--- src/rtl/uart_pkg.sv ---
// -----------------------------------------------------------------------------
// uart_pkg
// Shared definitions for the configurable UART transmitter:
//   - state_t    : transmitter FSM states
//   - PAR_*      : parity mode encodings for the PARITY parameter
//   - parity_bit : parity bit for a data word under a given parity mode
// -----------------------------------------------------------------------------
package uart_pkg;

   typedef enum logic [2:0] {
      IDLE  = 3'd0,
      START = 3'd1,
      DATA  = 3'd2,
      PAR   = 3'd3,
      STOP  = 3'd4
   } state_t;

   localparam int unsigned PAR_NONE = 0;
   localparam int unsigned PAR_ODD  = 1;
   localparam int unsigned PAR_EVEN = 2;

   // Widest supported data word; narrower words are zero-extended.
   localparam int unsigned MAX_DATA_W = 9;

   // Bit that makes the total count of ones odd (PAR_ODD) or even (PAR_EVEN).
   function automatic logic parity_bit(input logic [MAX_DATA_W-1:0] data,
                                       input int unsigned           mode);
      return (^data) ^ (mode == PAR_ODD);
   endfunction

endpackage

--- src/rtl/uart_baud_gen.sv ---
// -----------------------------------------------------------------------------
// uart_baud_gen
// Bit-period counter. Counts 0..CLK_DIV-1 and raises bit_tick for exactly the
// cycle in which the count equals CLK_DIV-1.
// Ports:
//   clk      in  system clock
//   rst      in  asynchronous active-high reset
//   clear    in  synchronous restart: count returns to 0 on the next edge
//   bit_tick out high during the last cycle of each bit period
// -----------------------------------------------------------------------------
module uart_baud_gen #(
   parameter int unsigned CLK_DIV = 5208
) (
   input  logic clk,
   input  logic rst,
   input  logic clear,
   output logic bit_tick
);

   localparam int unsigned CNT_W = (CLK_DIV > 2) ? $clog2(CLK_DIV) : 1;

   logic [CNT_W-1:0] cnt;

   // bit_tick is registered one count early so it lines up with cnt == CLK_DIV-1.
   always_ff @(posedge clk or posedge rst) begin
      if (rst) begin
         cnt      <= '0;
         bit_tick <= 1'b0;
      end else if (clear) begin
         cnt      <= '0;
         bit_tick <= 1'b0;
      end else begin
         if (cnt == CNT_W'(CLK_DIV - 1)) begin
            cnt <= '0;
         end else begin
            cnt <= cnt + CNT_W'(1);
         end
         bit_tick <= (cnt == CNT_W'(CLK_DIV - 2));
      end
   end

endmodule

--- src/rtl/uart_tx_cfg.sv ---
// -----------------------------------------------------------------------------
// uart_tx_cfg
// Configurable UART transmitter: start bit, DATA_W data bits LSB first,
// optional parity bit, STOP_BITS stop bits. Single-shot frames are launched by
// a rising edge of en_start; continuous mode streams back-to-back frames.
// Ports:
//   clk        in   system clock, all state on the rising edge
//   rst        in   asynchronous active-high reset
//   mode       in   1 = single-shot, 0 = continuous
//   en_start   in   level start request (rising edge triggers in single-shot)
//   din        in   frame payload, latched at frame start
//   txd        out  serial line, idle high (registered)
//   busy       out  high while a frame is in progress (registered)
//   frame_done out  one-cycle pulse in the last cycle of the final stop bit
// -----------------------------------------------------------------------------
module uart_tx_cfg
   import uart_pkg::*;
#(
   parameter int unsigned DATA_W    = 7,
   parameter int unsigned CLK_DIV   = 5208,
   parameter int unsigned PARITY    = 0,
   parameter int unsigned STOP_BITS = 1
) (
   input  logic              clk,
   input  logic              rst,
   input  logic              mode,
   input  logic              en_start,
   input  logic [DATA_W-1:0] din,
   output logic              txd,
   output logic              busy,
   output logic              frame_done
);

   localparam int unsigned IDX_W = $clog2(DATA_W);

   state_t            state;
   state_t            state_n;
   logic [DATA_W-1:0] shift_q;
   logic [DATA_W-1:0] shift_n;
   logic [IDX_W-1:0]  idx_q;
   logic [IDX_W-1:0]  idx_n;
   logic              par_q;
   logic              par_n;
   logic              txd_n;
   logic              busy_n;

   logic              en_s;
   logic              en_prev;
   logic              armed;
   logic              trigger_c;
   logic              start_c;
   logic              last_stop_c;
   logic              clear_c;
   logic              bit_tick;

   // Bit-period timing; held at 0 in IDLE and restarted at every frame start.
   uart_baud_gen #(
      .CLK_DIV (CLK_DIV)
   ) u_baud (
      .clk      (clk),
      .rst      (rst),
      .clear    (clear_c),
      .bit_tick (bit_tick)
   );

   // Rising edge of the sampled en_start. armed stays low until en_start has
   // been seen low after reset, so a request held across reset is ignored.
   assign trigger_c = armed & en_s & ~en_prev;

   // Frame completion is a decode of registered state and the registered tick.
   assign frame_done = last_stop_c;

   // Next-state and next-output logic.
   always_comb begin
      state_n     = state;
      shift_n     = shift_q;
      idx_n       = idx_q;
      par_n       = par_q;
      txd_n       = txd;
      start_c     = 1'b0;
      last_stop_c = (state == STOP) && bit_tick &&
                    (idx_q == IDX_W'(STOP_BITS - 1));

      case (state)
         IDLE: begin
            txd_n = 1'b1;
            if (mode ? trigger_c : 1'b1) begin
               start_c = 1'b1;
            end
         end

         START: begin
            if (bit_tick) begin
               state_n = DATA;
               txd_n   = shift_q[0];
               shift_n = shift_q >> 1;
               idx_n   = '0;
            end
         end

         DATA: begin
            if (bit_tick) begin
               if (idx_q == IDX_W'(DATA_W - 1)) begin
                  idx_n = '0;
                  if (PARITY != PAR_NONE) begin
                     state_n = PAR;
                     txd_n   = par_q;
                  end else begin
                     state_n = STOP;
                     txd_n   = 1'b1;
                  end
               end else begin
                  idx_n   = idx_q + IDX_W'(1);
                  txd_n   = shift_q[0];
                  shift_n = shift_q >> 1;
               end
            end
         end

         PAR: begin
            if (bit_tick) begin
               state_n = STOP;
               txd_n   = 1'b1;
               idx_n   = '0;
            end
         end

         STOP: begin
            if (bit_tick) begin
               if (last_stop_c) begin
                  // mode is only consulted here and in IDLE.
                  if (!mode) begin
                     start_c = 1'b1;
                  end else begin
                     state_n = IDLE;
                     txd_n   = 1'b1;
                     idx_n   = '0;
                  end
               end else begin
                  idx_n = idx_q + IDX_W'(1);
               end
            end
         end

         default: begin
            state_n = IDLE;
            txd_n   = 1'b1;
            idx_n   = '0;
         end
      endcase

      // Frame launch: latch payload and its parity, drive the start bit.
      if (start_c) begin
         state_n = START;
         txd_n   = 1'b0;
         shift_n = din;
         par_n   = parity_bit(MAX_DATA_W'(din), PARITY);
         idx_n   = '0;
      end

      busy_n  = (state_n != IDLE);
      clear_c = (state == IDLE) | start_c;
   end

   // State, output and request-history registers.
   always_ff @(posedge clk or posedge rst) begin
      if (rst) begin
         state   <= IDLE;
         shift_q <= '0;
         idx_q   <= '0;
         par_q   <= 1'b0;
         txd     <= 1'b1;
         busy    <= 1'b0;
         en_s    <= 1'b0;
         en_prev <= 1'b0;
         armed   <= 1'b0;
      end else begin
         state   <= state_n;
         shift_q <= shift_n;
         idx_q   <= idx_n;
         par_q   <= par_n;
         txd     <= txd_n;
         busy    <= busy_n;
         en_s    <= en_start;
         en_prev <= en_s;
         armed   <= armed | ~en_start;
      end
   end

endmodule

--- config.mk ---
export PLATFORM = sky130hd
export DESIGN_NAME = uart_tx_cfg
export DESIGN_NICKNAME = d
export VERILOG_FILES = /design/src/rtl/uart_pkg.sv /design/src/rtl/uart_baud_gen.sv /design/src/rtl/uart_tx_cfg.sv
export SDC_FILE = /design/constraint.sdc
export NUM_CORES = 1
export LEC_CHECK = 0
export BUFFER_PORTS_ARGS = -buffer_cell sky130_fd_sc_hd__buf_2
export CORE_MARGIN = 2
export CORE_UTILIZATION = 50
export CTS_BUF_LIST = sky130_fd_sc_hd__clkbuf_8
export DETAILED_ROUTE_END_ITERATION = 12
export PLACE_DENSITY = 0.7
export SYNTH_ARGS = -nofsm -noshare
export SYNTH_HDL_FRONTEND = slang
export SYNTH_HIERARCHICAL = 1
export SYNTH_SLANG_ARGS = --single-unit
--- constraint.sdc ---
create_clock -name clk -period 2.3 [get_ports clk]
set_input_delay 0.115 -clock clk [delete_from_list [all_inputs] [get_ports clk]]
set_output_delay 0.115 -clock clk [all_outputs]
set_load 0.01 [all_outputs]
# Yosys cells after proc, flatten, opt, wreduce, memory -nomap -nowiden
# Cells that the tools add are included.
# totals
register_bits	32
input_bits	11
output_inout_bits	3
word_cells	85
# op_classes
add_sub_neg	2
eq_ne	17
muxes	40
bitwise_logic	6
reduce_logical	10
# op_table
op	n
2-to-1 mux 3 bit	15
2-to-1 mux 7 bit	4
equality test 13 bit, second input constant	2
2-to-1 mux 13 bit	2
one-hot mux 3 bit (5 select lines)	1
2-to-1 mux 1 bit	14
one-hot mux 7 bit (2 select lines)	1
adder 13 x 1 -> 13 bit, second input constant	1
!= test 3 x 2 -> 1 bit, second input constant	4
one-hot mux 3 bit (4 select lines)	1
!= test 3 bit, second input constant	3
equality test 3 x 2 -> 1 bit, second input constant	2
equality test 3 bit, second input constant	2
zero test 3 bit	2
AND reduction 6 bit	1
nonzero test 3 bit	2
AND reduction 5 bit	1
!= test 4 bit, second input constant	1
one-hot mux 1 bit (4 select lines)	1
AND reduction 4 bit	1
adder 3 x 1 -> 3 bit, second input constant	1
equality test 3 x 1 -> 1 bit, second input constant	1
!= test 3 x 1 -> 1 bit, second input constant	1
AND 1 bit	2
other kinds (6)	9

# Depth between registers and ports, before layout
# logic_depth
word_depth	8
mapped_depth	9
depth_no_buf	8

# Hierarchy
# Netlist, hierarchy kept.
# modules_own_cells
module	n_inst	cells_per_inst	area_per_inst_um2	seq_area_each_um2
uart_tx_cfg	1	95	983.4	451.7
uart_baud_gen	1	69	749.5	350.3

# Worst setup path before layout
# OpenSTA, ideal clock, no wires.
# synth_timing
kind	reg-to-reg
from	register idx_q[0]
to	register shift_q[0]
setup_ps	122
arrival_time_ps	1531
required_ps	2178
path_slack_ps	647
stages_incl_launch_ff	8
path_buffers	0
period_less_slack_ps	1653
path_cell_list	dfrtp_1 > inv_1 > ha_1 > a21oi_1 > a21oi_2 > nor3_4 > mux2i_1 > a21oi_2
# synth_via
elab_chain_cells	7
elab_cells_between_ends	12
classes_between	eq/ne: 4; mux: 4; reduce/logical: 4
# synth_rtl
element	line_no	text
start, declared	uart_tx_cfg.sv:40	logic [IDX_W-1:0] idx_q;
start signal, assigned	uart_tx_cfg.sv:180	idx_q <= idx_n;
zero test 3 bit	uart_tx_cfg.sv:82	(idx_q == IDX_W'(STOP_BITS - 1));
logical AND 1 bit	uart_tx_cfg.sv:81	last_stop_c = (state == STOP) && bit_tick &&
2-to-1 mux 1 bit	uart_tx_cfg.sv:130	if (last_stop_c) begin
2-to-1 mux 1 bit	uart_tx_cfg.sv:129	if (bit_tick) begin
one-hot mux 1 bit (2 select lines)	uart_tx_cfg.sv:84	case (state)
!= test 3 bit (no source line) (tied with other cells)	--	
AND reduction 4 bit (no source line)	--	
end signal, assigned	uart_tx_cfg.sv:179	shift_q <= shift_n;
end, declared	uart_tx_cfg.sv:38	logic [DATA_W-1:0] shift_q;
# Parallel ways exist; a longest one is shown, timed or not.
# A chain may end at the register's enable or synchronous reset.

# Worst setup path after layout
# layout_timing
from	register idx_q[0]
to	register shift_q[1]
# The elaborated chain is that of the path after synthesis.

==> flow_metrics.env <==
export IMPL_rr_worst_depth=7
export IMPL_fmax_mhz=526
export IMPL_tightest_slew_ps=686
export IMPL_clock_path_buffers=2
export IMPL_dpl_cell_count=220
export IMPL_p_sw_mw=0.224
export IMPL_hold_path_end="shift_q[4]$_DFFE_PP0P_"
export IMPL_grt_usage_pct=17.0
export IMPL_grt_pass1_vias=1191
export IMPL_cp_arrival_ps=2070
export IMPL_finalSetupTns_ps=0
export IMPL_worstHoldPathType="in2reg"
export IMPL_synth_edf_count=0
export IMPL_synth_ff_type="dfrtp_1"
export IMPL_grt_max_degree=19
export IMPL_synth_cell_type_count=41
export IMPL_synth_top_area_share_pct=44.8
export IMPL_seqCellArea_sq_um=802
export IMPL_place_area_sq_um=1830
export IMPL_htreeDepth=2
export IMPL_ys_ff_latch=32
export IMPL_setup_viol=0
export IMPL_cts_sinks=32
export IMPL_p_leak_nw=0.837
export IMPL_die_area_sq_um=3950
export IMPL_vias=1191
export IMPL_routedWlPerCell_microns=12.6
export IMPL_power_per_cell_area_nw_per_um2=596
export IMPL_cp_max_fo=7
export IMPL_pwr_share_clk_pct=49.9
export IMPL_fin_crit_sh_pct=82.6
export IMPL_wl_microns=2900
export IMPL_die_h_microns=62.9
export IMPL_max_cap_viol_count=0
export IMPL_antenna_cells=0
export IMPL_die_width_microns=62.9
export IMPL_max_slew_margin_pct=54.2
export IMPL_start_util_pct=51.9
export IMPL_rr_startpoint="idx_q[0]$_DFFE_PP0P_"
export IMPL_endpoint_kind="register"
export IMPL_portBuffers=13
export IMPL_row_count=21
export IMPL_drtAntennaViolNets=0
export IMPL_drtPass1Iterations=4
export IMPL_path_class="reg2reg"
export IMPL_cts_setup_buffers=0
export IMPL_power_mw=1.18
export IMPL_worst_r2r_endpoint="shift_q[1]$_DFFE_PP0P_"
export IMPL_async_reset_ff_share_pct=100
export IMPL_path_clk_slew_ps=70
export IMPL_setup_ws_ps=401
export IMPL_seqPwrFrac_pct=47.9
export IMPL_critical_path_required_ps=2470
export IMPL_synthCells=164
export IMPL_synth_area_sq_um=1730
export IMPL_avgSynthCellArea_sq_um=10.6
export IMPL_clock_skew_ps=5.92
export IMPL_finalHoldViolations=0
export IMPL_synthesis_nets=180
export IMPL_synth_most_common_cell="dfrtp_1"
export IMPL_gp_congestion=0.855
export IMPL_synth_common_cells="dfrtp_1, nor2_1, nand2_1"
export IMPL_drt_iter0_drc=49
export IMPL_antenna_found_initial=0
export IMPL_final_cell_area_sq_um=1980
export IMPL_ir_drop_uv=418
export IMPL_coreArea_sq_um=3340
export IMPL_io_pins=14
export IMPL_clk_latency_ps=280
export IMPL_num_fill_cells=286
export IMPL_grt_pass1_wl_microns=5280
export IMPL_yosysSeqAreaShare_pct=46.3
export IMPL_reg2reg_slack_ps=400
export IMPL_route_detailed_drc=0
export IMPL_comb_power_share_pct=2.2
export IMPL_synthTopCellsByArea="dfrtp_1, nor2_1, xnor2_1"
export IMPL_place_ws_ps=422
export IMPL_hpwl_microns=2070
export IMPL_syn2layout_area_growth_pct=14.3
export IMPL_drive_gt1_share_pct=25.0
export IMPL_synth_largest_area_cell="dfrtp_1"
export IMPL_synth_warnings=6
export IMPL_viasPerCell=5.18
export IMPL_power_internal_mw=0.956
export IMPL_final_nets=199
export IMPL_finalMaxSlewViolations=0
export IMPL_cts_root_buf="clkbuf_8"
export IMPL_multiInputGateArea_sq_um=861
export IMPL_p_sw_share_pct=19.0
export IMPL_grt_overflow_total=0
export IMPL_period_minus_slack_ps=1900
export IMPL_rsz0062_at_grt="no"
export IMPL_status="finished, final reports clean"
export IMPL_hold_start="din[4]"
export IMPL_layout_cells_non_filler=230
export IMPL_cts_tree="built"
export IMPL_min_path_cells=3
export IMPL_cts_buffers=5
export IMPL_cp_start_kind="register"
export IMPL_cts_resized=0
-- sequential cells by signal (all words and copies together), names as in the netlist --
name             cells
en_s                 1
busy                 1
en_prev              1
u_baud/cnt          13
u_baud/bit_tick      1
state                3
shift_q              7
txd                  1
idx_q                3
armed                1
-- layout make-up --
class,count,share of cell area (%)
Clock inverter,1,1.52
Inverter,11,2.08
Sequential cell,32,40.5
Tap cell,46,2.91
Timing Repair Buffer,16,4.67
Multi-Input combinational cell,117,43.5
Clock buffer,7,4.86
-- layer usage --
metal  track usage, %  part of all wire (%)
met1             20.7                    43
met2             28.3                    50
met3             5.05                   4.6
met4             6.67                   1.9
met5                0                     0
-- what timing repair did --
item                       in CTS  in global routing
hold endpoints to repair       32                  0
setup endpoints to repair       0                  0
hold buffers                    2                  0
-- stage by stage --
stage / utilization [%] / hold slack, ps
floorplan: - / 4.22
finish: 59.4 / 65.3
global placement: 55.0 / 175
global route: 59.4 / 61.1
CTS: 59.4 / 54.9
detailed placement: 55.0 / 186
-- power groups by stage --
stage | clock (mW) | sequential, mW | combinational, mW
floorplan | 0 | 0.575 | 0.0116
global placement | 0 | 0.576 | 0.0235
detailed placement | 0 | 0.576 | 0.0243
CTS | 0.605 | 0.565 | 0.0269
global route | 0.628 | 0.565 | 0.0301
finish | 0.589 | 0.565 | 0.0258
-- worst max-delay path, stage by stage (launching register included) --
cell	delay [ps]
dfrtp_1	360
inv_1	90
ha_1	220
a21oi_1	260
a21oi_2	120
nor3_4	360
mux2i_1	290
a21oi_2	80
-- logic make-up after synthesis --
group	after synthesis	share of synthesized area (%)
buf+inv	15	4.04
mux	7	4.12
simple gates	68	23.5
fa+ha+maj	5	3.61
compound gates	26	12.9
xor+xnor	11	5.56
flops	32	46.3
-- worst max-delay path by stage --
stage | start | endpoint | slack, ps | depth (start not counted)
5_1_grt | idx_q[0]$_DFFE_PP0P_ | shift_q[3]$_DFFE_PP0P_ | 260 | 7
3_3_place_gp | idx_q[0]$_DFFE_PP0P_ | shift_q[5]$_DFFE_PP0P_ | 530 | 7
2_1_floorplan | idx_q[0]$_DFFE_PP0P_ | shift_q[0]$_DFFE_PP0P_ | 650 | 7
3_5_place_dp | idx_q[0]$_DFFE_PP0P_ | shift_q[1]$_DFFE_PP0P_ | 420 | 7
4_1_cts | idx_q[0]$_DFFE_PP0P_ | shift_q[1]$_DFFE_PP0P_ | 420 | 7
6_report | idx_q[0]$_DFFE_PP0P_ | shift_q[1]$_DFFE_PP0P_ | 400 | 7
-- cells in the final DEF (no fill, tap or decap), types with 2 or more instances in the layout --
master and n:
a21oi_1 5, a21oi_2 7, a22o_1 2, buf_2 13, clkbuf_8 7, dfrtp_1 31, dlygate4sd3_1 2, ha_1 5
inv_1 11, mux2i_1 6, nand2_1 13, nand3_1 3, nand3_4 2, nand3b_1 4, nor2_1 28, nor3_1 5
nor4_4 2, o211ai_1 2, o21ai_0 3, xnor2_1 9, xor2_1 2
Power figures use the tool's default switching activity.
